===== src/rtl/spi_slave_fifo.sv =====
`timescale 1ns/1ps
// SPI slave with DATA_W-bit words, any CPOL/CPHA, TX/RX FIFOs and sticky error
// flags. SCLK/CS_N/MOSI are oversampled in the CLK domain.
module spi_slave_fifo_buf #(
  parameter int  W     = 8,
  parameter int  DEPTH = 16,
  localparam int AW    = $clog2(DEPTH)
) (
  input  logic         clk,
  input  logic         rst_n,
  input  logic         push,
  input  logic [W-1:0] din,
  input  logic         pop,
  output logic [W-1:0] dout,
  output logic [AW:0]  level
);
  logic [W-1:0]  mem_q [DEPTH];
  logic [AW-1:0] wr_q, wr_d, rd_q, rd_d;
  logic [AW:0]   cnt_q, cnt_d;
  logic          empty, full, push_ok, pop_ok;

  assign empty   = (cnt_q == '0);
  assign full    = (cnt_q == (AW+1)'(DEPTH));
  // Push+pop is legal on full and on empty; an empty FIFO passes din straight through.
  assign push_ok = push & (~full | pop);
  assign pop_ok  = pop & (~empty | push);
  assign dout    = empty ? din : mem_q[rd_q];
  assign level   = cnt_q;

  always_comb begin
    wr_d  = wr_q + AW'(push_ok);
    rd_d  = rd_q + AW'(pop_ok);
    cnt_d = cnt_q + (AW+1)'(push_ok) - (AW+1)'(pop_ok);
  end

  always_ff @(posedge clk or negedge rst_n) begin
    if (!rst_n) begin
      wr_q  <= '0;
      rd_q  <= '0;
      cnt_q <= '0;
    end else begin
      wr_q  <= wr_d;
      rd_q  <= rd_d;
      cnt_q <= cnt_d;
    end
  end

  always_ff @(posedge clk) begin
    if (push_ok) mem_q[wr_q] <= din;
  end
endmodule

module spi_slave_fifo #(
  parameter int              DATA_W     = 8,
  parameter int              FIFO_DEPTH = 16,
  parameter bit              CPOL       = 1'b0,
  parameter bit              CPHA       = 1'b0,
  parameter logic [DATA_W-1:0] IDLE_WORD = '1,
  localparam int             LW         = $clog2(FIFO_DEPTH) + 1
) (
  input  logic              CLK,
  input  logic              RST_N,
  input  logic              SCLK,
  input  logic              CS_N,
  input  logic              MOSI,
  output logic              MISO,
  output logic              MISO_OE,
  input  logic [DATA_W-1:0] TX_DIN,
  input  logic              TX_VLD,
  output logic              TX_RDY,
  output logic [DATA_W-1:0] RX_DOUT,
  output logic              RX_VLD,
  input  logic              RX_RDY,
  output logic [LW-1:0]     TX_LEVEL,
  output logic [LW-1:0]     RX_LEVEL,
  output logic              RX_OVF,
  output logic              TX_UDF,
  input  logic              CLR_ERR
);
  localparam int CW = $clog2(DATA_W);

  typedef enum logic [1:0] {IDLE, LOAD, SHIFT} state_t;

  // [0],[1] synchroniser, [2] history for edge detection
  logic [2:0] sclk_q, sclk_d, csn_q, csn_d;
  logic [1:0] mosi_q, mosi_d;
  logic       rx_ovf_q, rx_ovf_d, tx_udf_q, tx_udf_d;

  state_t              state_q;
  logic [CW-1:0]       cnt_q;
  logic [DATA_W-1:0]   tx_sh_q;
  logic [DATA_W-2:0]   rx_sh_q;
  logic                miso_q, oe_q;

  logic sclk_rise, sclk_fall, lead_e, trail_e, sample_e, shift_e;
  logic cs_fall, cs_rise, mosi_s, word_done;
  logic tx_push, tx_pop, rx_push, rx_pop, udf_evt, ovf_evt;
  logic [DATA_W-1:0] tx_dout, tx_word, rx_word, rx_dout;

  always_comb begin
    sclk_d = {sclk_q[1:0], SCLK};
    csn_d  = {csn_q[1:0], CS_N};
    mosi_d = {mosi_q[0], MOSI};
  end

  assign sclk_rise = sclk_q[1] & ~sclk_q[2];
  assign sclk_fall = ~sclk_q[1] & sclk_q[2];
  assign lead_e    = CPOL ? sclk_fall : sclk_rise;
  assign trail_e   = CPOL ? sclk_rise : sclk_fall;
  assign sample_e  = CPHA ? trail_e : lead_e;
  assign shift_e   = CPHA ? lead_e : trail_e;
  assign cs_fall   = ~csn_q[1] & csn_q[2];
  assign cs_rise   = csn_q[1] & ~csn_q[2];
  assign mosi_s    = mosi_q[1];

  assign word_done = (state_q == SHIFT) & ~cs_rise & sample_e & (cnt_q == CW'(DATA_W - 1));
  assign tx_push   = TX_VLD & TX_RDY;
  assign tx_pop    = ((state_q == LOAD) & ~cs_rise) | word_done;
  assign udf_evt   = tx_pop & (TX_LEVEL == '0) & ~tx_push;
  assign tx_word   = udf_evt ? IDLE_WORD : tx_dout;
  assign rx_word   = {rx_sh_q, mosi_s};
  assign rx_push   = word_done;
  assign rx_pop    = RX_VLD & RX_RDY;
  assign ovf_evt   = rx_push & (RX_LEVEL == LW'(FIFO_DEPTH)) & ~rx_pop;

  // Clear only wins over an old error; a new event in the same cycle keeps the flag.
  always_comb begin
    rx_ovf_d = (rx_ovf_q & ~CLR_ERR) | ovf_evt;
    tx_udf_d = (tx_udf_q & ~CLR_ERR) | udf_evt;
  end

  always_ff @(posedge CLK or negedge RST_N) begin
    if (!RST_N) begin
      sclk_q   <= {3{CPOL}};
      csn_q    <= '1;
      mosi_q   <= '0;
      rx_ovf_q <= 1'b0;
      tx_udf_q <= 1'b0;
    end else begin
      sclk_q   <= sclk_d;
      csn_q    <= csn_d;
      mosi_q   <= mosi_d;
      rx_ovf_q <= rx_ovf_d;
      tx_udf_q <= tx_udf_d;
    end
  end

  always_ff @(posedge CLK or negedge RST_N) begin
    if (!RST_N) begin
      state_q <= IDLE;
      cnt_q   <= '0;
      tx_sh_q <= '0;
      rx_sh_q <= '0;
      miso_q  <= 1'b0;
      oe_q    <= 1'b0;
    end else if (cs_rise) begin
      state_q <= IDLE;
      cnt_q   <= '0;
      miso_q  <= 1'b0;
      oe_q    <= 1'b0;
    end else begin
      case (state_q)
        IDLE: begin
          if (cs_fall) begin
            state_q <= LOAD;
            oe_q    <= 1'b1;
          end
        end
        LOAD: begin
          state_q <= SHIFT;
          tx_sh_q <= tx_word;
          cnt_q   <= '0;
          if (!CPHA) miso_q <= tx_word[DATA_W-1];
        end
        SHIFT: begin
          if (sample_e) begin
            rx_sh_q <= rx_word[DATA_W-2:0];
            if (word_done) begin
              cnt_q   <= '0;
              tx_sh_q <= tx_word;
              if (!CPHA) miso_q <= tx_word[DATA_W-1];
            end else begin
              cnt_q <= cnt_q + CW'(1);
            end
          end else if (shift_e) begin
            // A shift edge at count 0 is the word boundary: CPHA=1 presents the MSB,
            // CPHA=0 already shows it and must not shift it away.
            if (cnt_q == '0) begin
              if (CPHA) miso_q <= tx_sh_q[DATA_W-1];
            end else begin
              tx_sh_q <= {tx_sh_q[DATA_W-2:0], 1'b0};
              miso_q  <= tx_sh_q[DATA_W-2];
            end
          end
        end
        default: state_q <= IDLE;
      endcase
    end
  end

  spi_slave_fifo_buf #(.W(DATA_W), .DEPTH(FIFO_DEPTH)) u_tx_fifo (
    .clk(CLK), .rst_n(RST_N), .push(tx_push), .din(TX_DIN), .pop(tx_pop),
    .dout(tx_dout), .level(TX_LEVEL)
  );

  spi_slave_fifo_buf #(.W(DATA_W), .DEPTH(FIFO_DEPTH)) u_rx_fifo (
    .clk(CLK), .rst_n(RST_N), .push(rx_push), .din(rx_word), .pop(rx_pop),
    .dout(rx_dout), .level(RX_LEVEL)
  );

  assign TX_RDY  = (TX_LEVEL != LW'(FIFO_DEPTH));
  assign RX_VLD  = (RX_LEVEL != '0);
  assign RX_DOUT = RX_VLD ? rx_dout : '0;
  assign MISO    = miso_q;
  assign MISO_OE = oe_q;
  assign RX_OVF  = rx_ovf_q;
  assign TX_UDF  = tx_udf_q;
endmodule


===== config.mk =====
export PLATFORM = sky130hd
export DESIGN_NAME = spi_slave_fifo
export DESIGN_NICKNAME = d
export VERILOG_FILES = /design/src/rtl/spi_slave_fifo.sv
export SDC_FILE = /design/constraint.sdc
export NUM_CORES = 1
export LEC_CHECK = 0
export BUFFER_PORTS_ARGS = -buffer_cell sky130_fd_sc_hd__buf_4
export CAP_MARGIN = 20
export CELL_PAD_IN_SITES_DETAIL_PLACEMENT = 1
export CELL_PAD_IN_SITES_GLOBAL_PLACEMENT = 2
export CORE_UTILIZATION = 48
export DETAILED_ROUTE_END_ITERATION = 8
export PLACE_DENSITY = 0.8
export SLEW_MARGIN = 10
export SYNTH_ARGS = -nofsm -noshare
export SYNTH_HDL_FRONTEND = slang
export SYNTH_SLANG_ARGS = --single-unit

===== constraint.sdc =====
create_clock -name CLK -period 3.6 [get_ports CLK]
set_clock_uncertainty 0.1 [all_clocks]
set_input_delay 0.36 -clock CLK [delete_from_list [all_inputs] [get_ports CLK]]
set_output_delay 0.36 -clock CLK [all_outputs]
set_load 0.02 [all_outputs]

Word-level counts from Yosys, hierarchy flattened. Memories as Yosys holds them, arrays and structs flattened. Cells that the tools add are included.

Logic and storage cells: 126. Register bits after elaboration: 57. Memories: 2. Bits of input ports: 16. RAM bits: 256.

Memory list: u_rx_fifo.mem_q (depth 16, bits a word 8, read ports 1, clocked after Yosys merged registers in 0, wr ports 1, RTL line 17) `logic [W-1:0] mem_q [DEPTH];`; u_tx_fifo.mem_q (depth 16, bits a word 8, read ports 1, clocked after Yosys merged registers in 0, wr ports 1, RTL line 17).

Reduce and logical (&&, ||, !) cells: 15. Eq/ne operators: 15. Bitwise logic cells: 39. Mux-type cells: 29. Add/subtract/negate cells: 9.

Operators by type and width (number): $mux W8 (4); $mux W7 (4); $and A1 B1 Y1 (20); $add A4 B1 Y4 (4); $ne A3 B3 Y1 const B (5); $pmux W7 S2 (1); $mux W1 (12); $ne A4 B4 Y1 const B (3); $not A1 Y1 (12); $add A5 B1 Y5 (2); $eq A5 B5 Y1 const B (2); $logic_not A5 Y1 (2); $sub A5 B1 Y5 (2); $mux W3 (3); $or A1 B1 Y1 (7); $pmux W2 S3 (1); $pmux W3 S2 (1); $reduce_and A2 Y1 (3); $reduce_bool A2 Y1 (3); $ne A5 B5 Y1 const B (1); $reduce_and A5 Y1 (1); $reduce_bool A5 Y1 (1); $mux W2 (2); $reduce_and A4 Y1 (1); 10 further kinds (10).

Depth between registers and ports, before layout.
Depth in word-level cells: 14. Gate-level depth with buffers: 15. Gate-level depth less buffers: 15.

Modules after synthesis. Synthesis repeated with hierarchy kept, for this count alone.

Cells, all modules: 709. Area total of the unflattened synthesis: 13116.3 um^2.

By module, submodules not included: spi_slave_fifo_buf (u_rx_fifo) (times used 1, sequential area each 4169.0 um^2, area an instance 5795.6 um^2, cells each 286); spi_slave_fifo_buf (u_tx_fifo) (times used 1, sequential area each 4169.0 um^2, area an instance 5759.3 um^2, cells each 284); spi_slave_fifo (times used 1, sequential area each 779.5 um^2, area an instance 1561.5 um^2, cells each 139).

Worst setup path after synthesis. No wires, ideal clock.

Path kind: reg2reg. Start: register u_tx_fifo.cnt_q[3], in the netlist u_tx_fifo.level[3]. End: register u_tx_fifo.cnt_q[4], in the netlist u_tx_fifo.level[4]. Required time: 3.377 ns. Setup slack: 0.713 ns. Arrival time: 2.664 ns. Setup time: 0.123 ns. Cell stages (with the launch flop): 14. Cells stage by stage: dfrtp_1 > inv_1 > ha_1 > nor4b_2 > clkbuf_1 > a21oi_1 > ha_1 > inv_1 > ha_1 > fa_1 > a21oi_1 > nor2_1 > nor2_1 > xnor2_1.

Cells in the longest elaborated chain, start to end: 6. Elaborated cells on any way between the ends: 12. Classes of those cells: add/sub (2); eq/ne (2); bitwise (7); reduce/logical (1).

Ends and longest elaborated chain: start: declaration (RTL line 19) `logic [AW:0] cnt_q, cnt_d;`; start signal: assignment (RTL line 44) `cnt_q <= cnt_d;`; $eq A5 B5 Y1 (RTL line 23) `assign full = (cnt_q == (AW+1)'(DEPTH));`; $not A1 Y1 (RTL line 25) `assign push_ok = push & (~full | pop);`; $or A1 B1 Y1 (RTL line 25); $and A1 B1 Y1 (RTL line 25); $add A5 B1 Y5 (RTL line 33) `cnt_d = cnt_q + (AW+1)'(push_ok) - (AW+1)'(pop_ok);`; $sub A5 B1 Y5 * (RTL line 33); via u_tx_fifo.cnt_d[4] (RTL line 19).

Mark *: on every way through the listed nets, which the timed path passes. The rest lies on a longest branch. A chain may end at the register's enable or synchronous reset.

Worst setup path in the final report.
Start: register u_rx_fifo.rd_q[0]. End: output port RX_DOUT[7].

Cells in the longest elaborated chain, start to end: 3.

Ends and longest elaborated chain: start: declaration (RTL line 18) `logic [AW-1:0] wr_q, wr_d, rd_q, rd_d;`; start signal: assignment (RTL line 43) `rd_q <= rd_d;`; $mem_v2 Z16 W8; $mux W8 (RTL line 27) `assign dout = empty ? din : mem_q[rd_q];`; $mux W8 (RTL line 213) `assign RX_DOUT = RX_VLD ? rx_dout : '0;`; end: declaration (RTL line 71) `output logic [DATA_W-1:0] RX_DOUT,`.

No other way between the ends.

==> out/qor.csv <==
stage,metric,value,unit
run_status,status,completed,
clock_tree,clkSlewWorstSetupHoldPaths,0.06,ns
clock_tree,cts_resized,0,
sta,finalHoldViolCount,0,
synthesis,yosys.area.top_type_share,60.60,%
worst_setup_path,r2r-start,cnt_q[0],
min_path,hold-path-cell-count,1,
sta,drv_slew,0,
power,pwr-share-clk,29.1,%
synthesis,synth_cells,702,
power,p_seq_share,42.4,%
drt,viasPerCell,5.718,
min_path,worstHoldStart,TX_DIN[2],
die,rows,59,
synthesis,synth_commonest_cells,"edfxtp_1, mux4_2, dfrtp_1",
power,p_leak,5.133,nW
drt,wl_met2,13450,um
synthesis,synth_seq_area_share,71.87,%
grt,grt_pass1_vias,6878,
sta,setup_violations,0,
worst_setup_path,crit_fanout,20,
power,cellPowerDensity,798.3,nW/um^2
sta,worst-slew-pin-transition,0.9783,ns
drt,drt_wl_total,27320,um
clock_tree,cts-root-buf,clkbuf_16,
worst_setup_path,regToRegSetupSlack,0.59,ns
sta,period_share,86.85,%
clock_tree,max-clock-path-buffers,3,
worst_setup_path,cp-end-kind,output port,
finish,fillCellCount,2359,
clock_tree,cts_buffers,34,
die,start_util,48.82,%
power,combPwrFrac,28.5,%
synthesis,synth_nets,745,
worst_setup_path,r2r_end,u_tx_fifo.level[4],
worst_setup_path,required,3.14,ns
sta,min_period,3.127,ns
finish,fin_util,55.88,%
finish,areaGrowthSynthToFinish,14.46,%
sta,tns,0,ns
die,fp.dieW,164.6,um
die,dieArea,27080,sq um
grt,grt_overflow_total,0,
drt,vias,6438,
clock_tree,htreeDepth,2,
grt,grt_pass1_wl,41800,um
clock_tree,cts_hold_buffers,5,
synthesis,ys_types,52,
grt,grt.total_usage,21.23,%
worst_setup_path,path_class,reg2out,
finish,antenna_cells,0,
synthesis,synth_warnings,0,
worst_setup_path,worst-endpoint-arrival,2.67,ns
drt,drtIter0Drc,360,
synthesis,synth_ff_type,edfxtp_1,
clock_tree,clkSinkCount,313,
min_path,min_path_type,in2reg,
sta,max_slew_margin,34.54,%
finish,finalInstanceArea,14520,sq um
min_path,hold_end,u_tx_fifo.mem_q[6][2],
power,intPower,7.995,mW
sta,max_freq,319.8,MHz
power,swShare,31.02,%
power,peakVddDrop,0.5059,mV
worst_setup_path,ff2ff_path_depth,13,
synthesis,syn_avg_cell_area,18.07,sq um
job,maxCapViolations,0,
synthesis,synth_area,12690,sq um
placed_design,hpwl,18080,um
placed_design,place_area,13390,sq um
placed_design,dp.cells,1061,
synthesis,synth_edf_count,256,
grt,grt_max_degree,58,
finish,layout-drive-gt1-share,23.01,%
drt,ant_nets,0,
drt,wl_met1,12130,um
synthesis,synth_area_leaders,"edfxtp_1, dfrtp_1, mux4_2",
drt,drc,0,
clock_tree,cts_tree,done,
placed_design,gp_congestion,0.8118,
power,power_switching,3.596,mW
die,ioPinCount,40,
finish,final_cell_count_no_fill,1126,
synthesis,synth_top_area_cell,edfxtp_1,
finish,fin_nets,810,
synthesis,yosysMostFrequentCell,edfxtp_1,
clock_tree,clock_latency,0.52,ns
drt,dr.max_layer_used,met4,
die,core_area,25980,sq um
synthesis,synth-seq-cells,313,
drt,first_pass_iters,4,
grt,antenna_found_initial,0,
die,dieHeight,164.6,um
placed_design,port_buffers,39,
worst_setup_path,critPathLaunchType,flop,
clock_tree,post_cts_buffers,0,
drt,wl_met3,1163,um
sta,rsz0062_at_grt,no,
synthesis,synthArstFlopShare,18.21,%
drt,routedWlPerCell,24.26,um
power,design_power_total,11.59,mW
-- critical path, stage by stage, from the launching register on --
cell	delay, ns
dfrtp_2	0.36
buf_4	0.36
mux4_2	0.61
mux4_2	0.49
and2_1	0.17
buf_4	0.15
-- state kept, by name (all words and copies together), names as in the netlist --
signal,count
MISO,1
MISO_OE,1
u_tx_fifo.wr_q,4
u_rx_fifo.mem_q,128
u_tx_fifo.level,5
u_rx_fifo.level,5
u_rx_fifo.wr_q,4
u_rx_fifo.rd_q,4
rx_sh_q,7
csn_q,3
u_tx_fifo.mem_q,128
cnt_q,3
state_q,2
u_tx_fifo.rd_q,4
mosi_q,2
sclk_q,3
RX_OVF,1
tx_sh_q,7
TX_UDF,1
-- power by group through the flow --
stage / registers [mW] / clock network, mW / logic (mW)
final: 4.91 / 3.38 / 3.30
after global placement: 4.94 / 0 / 3.22
after CTS: 4.92 / 3.45 / 3.35
after global routing: 4.98 / 3.56 / 3.60
after detailed placement: 4.99 / 0 / 3.32
after floorplan: 4.73 / 0 / 2.45
-- cell type report --
| class | count | area [sq um] | area share [%] |
|---|---|---|---|
| clock buffer | 45 | 912.1 | 6.282 |
| clock inverter | 15 | 167.7 | 1.155 |
| inverter | 26 | 97.59 | 0.6721 |
| multi-input combinational | 330 | 3313 | 22.82 |
| sequential | 313 | 9120 | 62.81 |
| tap | 335 | 419.2 | 2.887 |
| timing repair buffer | 62 | 490.5 | 3.378 |
-- layout by cell type (no fill, tap or decap), drive strengths merged, types with 18 or more instances in the layout --
cell type  count
a22oi         18
buf           57
clkbuf        45
dfrtp         54
edfxtp       256
ha            25
inv           28
mux2i         33
mux4          56
nor2          43
-- stage by stage --
step | setup WS, ns | hold slack, ns
5_1_grt | 0.3272 | 0.09099
3_3_place_gp | 0.7691 | 0.2324
3_5_place_dp | 0.6293 | 0.2529
4_1_cts | 0.4120 | 0.07201
2_1_floorplan | 0.7135 | -0.03559
6_report | 0.4735 | 0.09006
-- worst max-delay path by stage --
| stage | start | endpoint | slack, ns | cells past startpoint |
|---|---|---|---|---|
| global placement | csn_q[2] | u_rx_fifo.mem_q[6][1] | 0.77 | 8 |
| finish | u_rx_fifo.rd_q[0] | RX_DOUT[7] | 0.47 | 5 |
| CTS | u_rx_fifo.rd_q[0] | RX_DOUT[7] | 0.41 | 5 |
| detailed placement | cnt_q[0] | u_tx_fifo.level[4] | 0.63 | 13 |
| global route | u_rx_fifo.rd_q[0] | RX_DOUT[7] | 0.33 | 5 |
| floorplan | u_tx_fifo.level[3] | u_tx_fifo.level[4] | 0.71 | 13 |
-- kinds of logic after synthesis --
group / count (synthesis) / share of synthesized area (%)
buf+inv: 59 / 2.012
xor+xnor: 16 / 1.105
fa+ha+maj: 27 / 2.781
simple gates: 120 / 4.843
compound gates: 63 / 3.511
mux: 104 / 13.88
flops: 313 / 71.87
-- layer usage --
layer  track usage, %  vias up
met5                0        -
met4            6.088        0
met3            3.541       41
met2            34.64      133
met1            29.51     3381
li1                 -     2883
(Power assumes the default switching activity.)
